===== config.mk =====
export PLATFORM = sky130hd
export DESIGN_NAME = pong_score_controller
export DESIGN_NICKNAME = d
export VERILOG_FILES = /design/src/rtl/pong_pkg.sv /design/src/rtl/point_arbiter.sv /design/src/rtl/pong_score_controller.sv
export SDC_FILE = /design/constraint.sdc
export NUM_CORES = 1
export LEC_CHECK = 0
export CAP_MARGIN = 10
export CORE_MARGIN = 1
export CORE_UTILIZATION = 33
export DETAILED_ROUTE_END_ITERATION = 10
export HOLD_SLACK_MARGIN = 0.08
export SYNTH_ARGS = -nofsm -noshare
export SYNTH_HDL_FRONTEND = slang
export SYNTH_SLANG_ARGS = --single-unit

===== constraint.sdc =====
create_clock -name clk -period 4.84 [get_ports clk]
set_clock_uncertainty 0.05 [all_clocks]
set_input_delay 0.968 -clock clk [delete_from_list [all_inputs] [get_ports clk]]
set_output_delay 0.968 -clock clk [all_outputs]
set_load 0.05 [all_outputs]

===== src/rtl/pong_pkg.sv =====
// Shared encodings for the Pong score controller.
// Latency: n/a (types and constants only).
// Backpressure: n/a.
package pong_pkg;

    typedef enum logic [1:0] {
        IDLE  = 2'd0,
        SERVE = 2'd1,
        PLAY  = 2'd2,
        OVER  = 2'd3
    } state_t;

    localparam logic PLAYER_L = 1'b0;
    localparam logic PLAYER_R = 1'b1;

    localparam int SCORE_W = 10;

endpackage


===== src/rtl/point_arbiter.sv =====
// Two-input round-robin arbiter for point pulses; keeps the last-grant flop.
// Latency: grant is combinational; last-grant updates on the following edge.
// Backpressure: none; the losing pulse of a simultaneous pair is dropped.
module point_arbiter
    import pong_pkg::*;
(
    input  logic clk,
    input  logic rst,
    input  logic req_l,
    input  logic req_r,
    input  logic en,
    output logic grant_valid,
    output logic grant_id
);

    logic last_q;
    logic last_d;

    // Grant selection: a lone request wins outright, a tie goes to whoever lost last time.
    always_comb begin
        grant_valid = en & (req_l | req_r);
        grant_id    = req_r ? PLAYER_R : PLAYER_L;
        if (req_l && req_r) begin
            grant_id = ~last_q;
        end
        last_d = grant_valid ? grant_id : last_q;
    end

    // Last-grant register; starts at right so the first tie goes to left.
    always_ff @(posedge clk) begin
        if (!rst) begin
            last_q <= PLAYER_R;
        end else begin
            last_q <= last_d;
        end
    end

endmodule


===== src/rtl/pong_score_controller.sv =====
// Pong match sequencer: serve/play/over FSM, score keeping, alternating score display.
// Latency: a granted point shows in the score one edge later; display mux is combinational.
// Backpressure: none; point pulses outside PLAY are ignored. SCORE_BLINK_EN enables winner blink in OVER.
module pong_score_controller
    import pong_pkg::*;
#(
    parameter int WIN_SCORE    = 11,
    parameter int SERVE_CYCLES = 50000000,
    parameter int DISP_CYCLES  = 100000000
) (
    input  logic                clk,
    input  logic                rst,
    input  logic                start,
    input  logic                point_left,
    input  logic                point_right,
    output logic [SCORE_W-1:0]  score_left,
    output logic [SCORE_W-1:0]  score_right,
    output logic [SCORE_W-1:0]  disp_score,
    output logic                disp_sel,
    output logic                disp_blank,
    output logic                ball_freeze,
    output logic                serve_dir,
    output logic                game_over,
    output logic                winner
);

    localparam logic [31:0]        SERVE_LOAD = 32'(SERVE_CYCLES - 1);
    localparam logic [31:0]        DISP_LAST  = 32'(DISP_CYCLES - 1);
    localparam logic [SCORE_W-1:0] WIN_VAL    = SCORE_W'(WIN_SCORE);

    state_t             state_q, state_d;
    logic [31:0]        timer_q, timer_d;
    logic [SCORE_W-1:0] score_l_q, score_l_d;
    logic [SCORE_W-1:0] score_r_q, score_r_d;
    logic               serve_dir_q, serve_dir_d;
    logic               winner_q, winner_d;
    logic [31:0]        disp_cnt_q, disp_cnt_d;
    logic               disp_sel_q, disp_sel_d;
    logic               grant_valid;
    logic               grant_id;
    logic               disp_wrap;
    logic               enter_over;
    logic               leave_over;
    logic [SCORE_W-1:0] new_score;

    point_arbiter u_point_arbiter (
        .clk         (clk),
        .rst         (rst),
        .req_l       (point_left),
        .req_r       (point_right),
        .en          (state_q == PLAY),
        .grant_valid (grant_valid),
        .grant_id    (grant_id)
    );

    // Match FSM next-state, serve timer and score updates.
    always_comb begin
        state_d     = state_q;
        timer_d     = timer_q;
        score_l_d   = score_l_q;
        score_r_d   = score_r_q;
        serve_dir_d = serve_dir_q;
        winner_d    = winner_q;
        new_score   = (grant_id == PLAYER_R) ? (score_r_q + 1'b1) : (score_l_q + 1'b1);
        case (state_q)
            IDLE: begin
                if (start) begin
                    state_d = SERVE;
                    timer_d = SERVE_LOAD;
                end
            end
            SERVE: begin
                if (timer_q == 32'd0) begin
                    state_d = PLAY;
                end else begin
                    timer_d = timer_q - 32'd1;
                end
            end
            PLAY: begin
                if (grant_valid) begin
                    if (grant_id == PLAYER_R) begin
                        score_r_d = new_score;
                    end else begin
                        score_l_d = new_score;
                    end
                    serve_dir_d = ~grant_id;
                    if (new_score == WIN_VAL) begin
                        state_d  = OVER;
                        winner_d = grant_id;
                    end else begin
                        state_d = SERVE;
                        timer_d = SERVE_LOAD;
                    end
                end
            end
            OVER: begin
                if (start) begin
                    state_d   = SERVE;
                    timer_d   = SERVE_LOAD;
                    score_l_d = '0;
                    score_r_d = '0;
                end
            end
            default: state_d = IDLE;
        endcase
    end

    // Display alternation: free-running wrap counter; frozen on the winner while in OVER.
    always_comb begin
        disp_wrap  = (disp_cnt_q == DISP_LAST);
        enter_over = (state_q != OVER) && (state_d == OVER);
        leave_over = (state_q == OVER) && (state_d != OVER);
        disp_cnt_d = disp_wrap ? 32'd0 : (disp_cnt_q + 32'd1);
        disp_sel_d = disp_sel_q;
        if (enter_over) begin
            disp_sel_d = winner_d;
        end else if ((state_q != OVER) && disp_wrap) begin
            disp_sel_d = ~disp_sel_q;
        end
        if (leave_over) begin
            disp_cnt_d = 32'd0;
        end
    end

    // Main state registers.
    always_ff @(posedge clk) begin
        if (!rst) begin
            state_q     <= IDLE;
            timer_q     <= 32'd0;
            score_l_q   <= '0;
            score_r_q   <= '0;
            serve_dir_q <= PLAYER_L;
            winner_q    <= PLAYER_L;
            disp_cnt_q  <= 32'd0;
            disp_sel_q  <= 1'b0;
        end else begin
            state_q     <= state_d;
            timer_q     <= timer_d;
            score_l_q   <= score_l_d;
            score_r_q   <= score_r_d;
            serve_dir_q <= serve_dir_d;
            winner_q    <= winner_d;
            disp_cnt_q  <= disp_cnt_d;
            disp_sel_q  <= disp_sel_d;
        end
    end

`ifdef SCORE_BLINK_EN
    logic disp_blank_q, disp_blank_d;

    // Winner blink: toggle on each display wrap while in OVER, cleared when the match restarts.
    always_comb begin
        disp_blank_d = disp_blank_q;
        if (leave_over) begin
            disp_blank_d = 1'b0;
        end else if ((state_q == OVER) && disp_wrap) begin
            disp_blank_d = ~disp_blank_q;
        end
    end

    // Blink register.
    always_ff @(posedge clk) begin
        if (!rst) begin
            disp_blank_q <= 1'b0;
        end else begin
            disp_blank_q <= disp_blank_d;
        end
    end

    assign disp_blank = disp_blank_q;
`else
    assign disp_blank = 1'b0;
`endif

    assign score_left  = score_l_q;
    assign score_right = score_r_q;
    assign disp_sel    = disp_sel_q;
    assign disp_score  = disp_sel_q ? score_r_q : score_l_q;
    assign ball_freeze = (state_q != PLAY);
    assign serve_dir   = serve_dir_q;
    assign game_over   = (state_q == OVER);
    assign winner      = winner_q;

endmodule


==> summary.md <==
| Metric | Value |
|---|---|
| R2R Setup Slk | `between 1.5 and 2 ns` |
| # diodes | `0` |
| Port bufs | `39` |
| DR iter-0 viols | `between 200 and 300` |
| Synth area leader | `dfxtp_1` |
| Maximum clock frequency | `between 0.2 and 0.25 GHz` |
| Arrival @ worst endpoint | `between 4 and 5 ns` |
| Slew @ Worst Pin | `between 1 and 1.5 ns` |
| First-pass GRT wire length | `19,000 µm` |
| Number of buffers created by CTS | `9` |
| Wire per inst | `14.3 µm` |
| Initial antenna violation count | `0` |
| Slew HR | `between 10% and 20%` |
| Post-DRT Antenna Nets | `0` |
| Max capacitance violation total | `0` |
| CP Capture Type | `flip-flop` |
| Req. time, crit path | `~5.0 ns` |
| Die height | `between 100 and 150 µm` |
| Post-CTS Setup Bufs | `0` |
| I/O pins | `41` |
| CTS resizes | `0` |
| Share of the synthesized area in the top cell type | `~37%` |
| Fin worst setup slack | `approximately 0.67 ns` |
| Synth top area cells | `dfxtp_1 37%, nor2_1 7.0%, mux2i_1 5.6%` |
| FFs w/ async S/R, synth | `0%` |
| DP Wirelength | `7650 µm` |
| Rows | `43` |
| Gate power share | `between 30% and 40%` |
| Most common flop cell mapped by yosys | `dfxtp_1` |
| Net count after synthesis | `approximately 600` |
| Final GP Congestion | `between 0.8 and 0.9` |
| Die W | `123 µm` |
| P per Cell Area | `slightly above 400 nW/µm²` |
| RSZ-0062 raised after global routing | `no` |
| Worst Path Max Fanout | `14` |
| Sequential fraction of the synthesis area | `roughly 37%` |
| Full die area | `15,200 µm²` |
| Peak VDD IR | `0.000187 V` |
| Final net count | `around 600` |
| Final-report hold violation count | `0` |
| Fin area | `5620 µm²` |
| Post-synth top cells | `90 x dfxtp_1, 90 x nor2_1, 42 x nand2_1, 35 x nand3_1, 27 x mux2i_1` |
| Worst min path class | `flip-flop to flip-flop` |
| Hold_sp | `disp_cnt_q[0]` |
| Initial Utilization | `roughly a third` |
| R2r startpoint | `u_point_arbiter.last_q` |
| Worst path cell trace | `clkdlybuf4s50_1, a21boi_0, nand2_1, nand2_1, ha_1, nand2_1, nor2_1, xnor2_1, a32o_1, nand4_1, buf_4, nand2_1, o21ai_1, a21oi_1` |
| Core footprint | `approximately 14,000 µm²` |
| Share of power burned in registers | `40.2%` |
| Reg2reg end | `timer_q[10]` |
| Yosys warning count | `0` |
| Clk slew on worst S/H paths | `~0.060 ns` |
| Cell variety after synth | `63` |
| Setup violations, final | `0` |
| Share of cells above drive strength 1 | `under 10%` |
| Placed Instances | `about 770` |
| # DRC | `0` |
| LEAKAGE | `between 2 and 2.5 nW` |
| Outcome | `complete, no violations` |
| TritonRoute pass-1 iters | `5` |
| Clk Latency, worst-skew pair | `between 0.3 and 0.4 ns` |
| Mean Syn Cell Area | `between 8 and 9 µm²` |
| Fillers | `approximately 1,500` |
| Switching Share | `36.7%` |
| Fin crit period | `4.17 ns` |
| Synthesized area | `slightly below 5000 µm²` |
| Post-DP Area | `approximately 5300 µm²` |
| Post-synth EDFFs | `0` |
| Vias in the first global route | `3,962` |
| CTS sink cnt | `90` |
| Clock power share | `approximately 28%` |
| Worst path max stage delay | `approximately 0.80 ns` |
| Largest net degree at the start of global routing | `40` |
| #FFs+latches synth | `90` |
| Deepest clock path buffer count | `2` |
| Top cell by count, worst path | `nand2_1` |
| Vias per cell | `between 5 and 6` |
| CTS tree | `yes` |
| Tcrit/Tclk final | `between 80% and 90%` |
| Vias | `~4,300` |
| Pint | `between 1 and 1.5 mW` |
| CTS root buffer | `clkbuf_16` |
| Setup WS pre-CTS | `approximately 0.34 ns` |
| Overall Global Routing Usage | `about 16%` |
| Critical Path Source Type | `primary input` |
| Hold buffers post-CTS | `0` |
| Setup TNS | `0 ns` |
| Synth Instances | `just under 600` |
| Grt ovf | `0` |
| Worst hold path stage count | `1` |
| H-Tree Depth | `3` |
| Non-filler cells, final | `around 790` |
| Psw | `approximately 840 µW` |
| Slew Viols, Final | `0` |
| Final wirelength | `approximately 11,000 µm` |
| Final core utilization | `approximately 40%` |
| Endpoint, Worst Hold | `disp_cnt_q[0]` |
| Slowest-stage cell, CP | `o21ai_1` |
| Layout overhead on the synthesized area | `15.8%` |
| Worst setup path category | `primary input to flip-flop` |
| R2R cell count | `13` |
## logic make-up (layout without fill, tap and decap cells)
family | Yosys count | count (layout) | share of synthesized area (%)
and+or+nand+nor | 261 | 261 | 27.2
AOI/OAI and AO/OA | 90 | 90 | 12.6
other | 1 | 1 | 0.0773
adders and majority gates | 8 | 8 | 2.06
xor gates and xnor gates | 47 | 47 | 8.49
DFF | 90 | 90 | 37.2
muxes | 37 | 37 | 7.89
buffers and inverters | 46 | 75 | 4.54
## metal layers
metal / wire, µm / part of all wire [%] / track usage [%] / vias to the layer above
li1: - / - / - / 2109
met1: 5500 / 49 / 21.0 / 2040
met2: 5100 / 45 / 24.9 / 106
met3: 492 / 4.4 / 3.41 / 15
met4: 179 / 1.6 / 5.87 / 0
met5: 0 / 0 / 0 / -
## layout by cell type (no fill, tap or decap), drive strengths merged, types with 11 or more instances in the layout
master,count
xor2,26
nor3,23
dfxtp,90
a21oi,27
a311oi,13
clkbuf,11
nor2,90
or3,12
nand2,43
or4,14
xnor2,21
inv,14
nand3,35
o21ai,16
clkdlybuf4s50,39
mux2i,27
## critical path: cells and delay by family
family                   cells  cell delay, ns
adder cells (fa/ha/maj)      1            0.33
AND/OR/NAND/NOR              6            0.62
AO/OA/AOI/OAI                4            1.54
XOR/XNOR                     1            0.11
buffers and inverters        2            0.73
## metrics by stage
step | hold slack (ns) | total power [mW]
after floorplan | 0.368 | 1.49
final | 0.404 | 2.29
after global routing | 0.426 | 2.43
after detailed placement | 0.392 | 1.65
after global placement | 0.378 | 1.63
after CTS | 0.401 | 2.31
## flip-flops by register name (all words and copies together), names as in the netlist
name,flops
disp_cnt_q,32
timer_q,32
score_left,10
score_right,10
state_q,2
disp_sel,1
serve_dir,1
u_point_arbiter.last_q,1
winner,1
## area by class of cell
type,count,area (µm²),area share (%)
clock buffer,11,243,4.32
clock inverter,5,30.0,0.535
inverter,14,52.6,0.936
multi-input combinational,444,2830,50.4
sequential,90,1800,32.1
tap,180,225,4.01
timing repair buffer,45,435,7.75
## worst max path at each step
stage	slack (ns)	cells after the start	start	to
final	0.67	14	point_right	timer_q[10]
after global routing	0.29	14	point_right	timer_q[10]
after CTS	0.69	14	point_right	timer_q[10]
after detailed placement	0.34	14	point_right	timer_q[10]
after global placement	0.45	14	point_right	timer_q[16]
after floorplan	0.91	16	point_right	timer_q[5]
## power by group through the flow
stage | Clock [mW] | Combinational [mW] | Sequential [mW]
6_report | 0.651 | 0.718 | 0.921
5_1_grt | 0.703 | 0.796 | 0.936
4_1_cts | 0.671 | 0.718 | 0.919
3_5_place_dp | 0 | 0.715 | 0.935
3_3_place_gp | 0 | 0.702 | 0.930
2_1_floorplan | 0 | 0.550 | 0.944
(Power assumes the default switching activity.)
==> RTL change (same flow settings) <==
`SCORE_W`: 10 -> 14.
--- a/src/rtl/pong_pkg.sv
+++ b/src/rtl/pong_pkg.sv
@@ -14,5 +14,5 @@
     localparam logic PLAYER_R = 1'b1;
 
-    localparam int SCORE_W = 10;
+    localparam int SCORE_W = 14;
 
 endpackage
Ports: changed (resized disp_score, score_left and score_right); port bits go from 41 to 53. No check against the original RTL was run, so the function may have changed too.
==> RTL change against the original RTL <==
- sequential cell count grew 8
- die area rose by 13%
- cell area rose by 16%
- total power increased by 7.3%
- area after synthesis up 14%
- utilization rose by 0.45 points
- routed wire length is 17% higher
- setup slack lost 0.094 ns
- sequential power up 5.6%
- critical endpoint is now timer_q[30]
- largest power group unchanged
- highest routed layer unchanged
==> RTL change: results (changes against the original RTL) <==
| Metric | Value |
|---|---|
| Reg2Reg Depth | 8 (was 13) |
| Peak VDD IR | 0.0001921 V (was 0.0001872 V) |
| Fillers | 1672 (was 1466) |
| DR vias | 4899 (was 4270) |
| Wirelength per Cell | 14.10 um (was 14.28 um) |
| Status | complete, no violations (unchanged) |
| Critical path's top delay family | simple AND/OR/NAND/NOR gates (was compound AO/OA/AOI/OAI gates) |
| Post-synth net total | 699 (was 593) |
| Largest net degree at the start of global routing | 33 (was 40) |
| GRT Overall Usage | 15.82% (was 15.76%) |
| Clock-net power | 0.000811 W (was 0.000651 W) |
| Nets | 729 (was 617) |
| Placed wire-length estimate | 9085 um (was 7655 um) |
| R2r setup slk | 1.37 ns (was 1.54 ns) |
| Placed cell area | 6157 sq um (was 5343 sq um) |
| Tightest Pin Transition | 0.9529 ns (was 1.208 ns) |
| Share of layout cells above drive strength 1 | 6.944% (was 8.374%) |
| Most frequent cells after synthesis | nor2_1 (105), dfxtp_1 (98), nand2_1 (65) (was dfxtp_1 (90), nor2_1 (90), nand2_1 (42)) |
| Int Power | 0.001632 W (was 0.001451 W) |
| Vias in the first global route | 4476 (was 3962) |
| First-pass GRT wire length | 22390 um (was 18960 um) |
| Power Sequential | 0.000973 W (was 0.000921 W) |
| R2R Path Start | timer_q[20] (was u_point_arbiter.last_q) |
| Worst-path fanout max | 9 (was 14) |
| Synth top area cells | dfxtp_1 (36%), nor2_1 (7.2%), xor2_1 (6.4%) (was dfxtp_1 (37%), nor2_1 (7.0%), mux2i_1 (5.6%)) |
| Critical Path AT | 4.48 ns (was 4.30 ns) |
| Slowest-stage cell, CP | clkdlybuf4s50_1 (was o21ai_1) |
| DR iter-0 viols | 344 (was 283) |
## RTL change: cell types whose count changed after synthesis, moves of 6 or more
cell / change
a21oi_1: +18
clkbuf_1: +6
dfxtp_1: +8
mux2i_1: -11
nand2_1: +23
nand3_1: -14
nor2_1: +15
nor4_1: +14
o21a_1: +10
o31ai_1: -6
or3_1: +7
xor2_1: +14
## RTL change: worst max path at each step
| stage | start | endpoint | cells past startpoint |
|---|---|---|---|
| after CTS | point_right | timer_q[30] | 15 |
| after floorplan | point_right | timer_q[30] | 17 |
| after global routing | point_right | timer_q[29] | 15 |
| after global placement | point_right | timer_q[30] | 15 |
| after detailed placement | point_right | timer_q[30] | 15 |
| final | point_left | timer_q[30] | 15 |
## RTL change: layout make-up
type | instances | share of cell area (%)
flip-flops and latches | 98 | 30.22
multi-input cells | 529 | 50.51
well taps | 216 | 4.163
clock buffers | 11 | 3.585
clock inverters | 5 | 1.580
inverters | 16 | 0.9250
repair buffers | 61 | 9.019
## RTL change: through the flow
step                setup WS [ns]  util (%)  instances  power, W
global placement           0.3345     38.21        920  0.001660
detailed placement         0.2170     38.21        920  0.001660
finish                     0.5770     40.29        936  0.002457
floorplan                  0.3387         -        685  0.001507
CTS                        0.5668     40.29        936  0.002481
global route               0.1367     40.29        936  0.002604
## RTL change: routing by layer
layer  global-route usage [%]  vias up  routed length (um)  share of wire, %
met3                    2.315       15                 411               3.1
met1                    20.63     2328                6398                48
met2                    26.36       92                6180                47
met5                        0        -                   0                 0
met4                    5.686        0                 210               1.6
li1                         -     2464                   -                 -
## RTL change: cell families after synthesis
group / share of synthesized area (%)
adder cells (fa/ha/maj): 2.043
other: 0.06804
flip-flops: 35.60
multiplexers: 6.220
AO/OA/AOI/OAI: 13.58
XOR/XNOR: 10.01
buffers and inverters: 4.904
AND/OR/NAND/NOR: 27.58
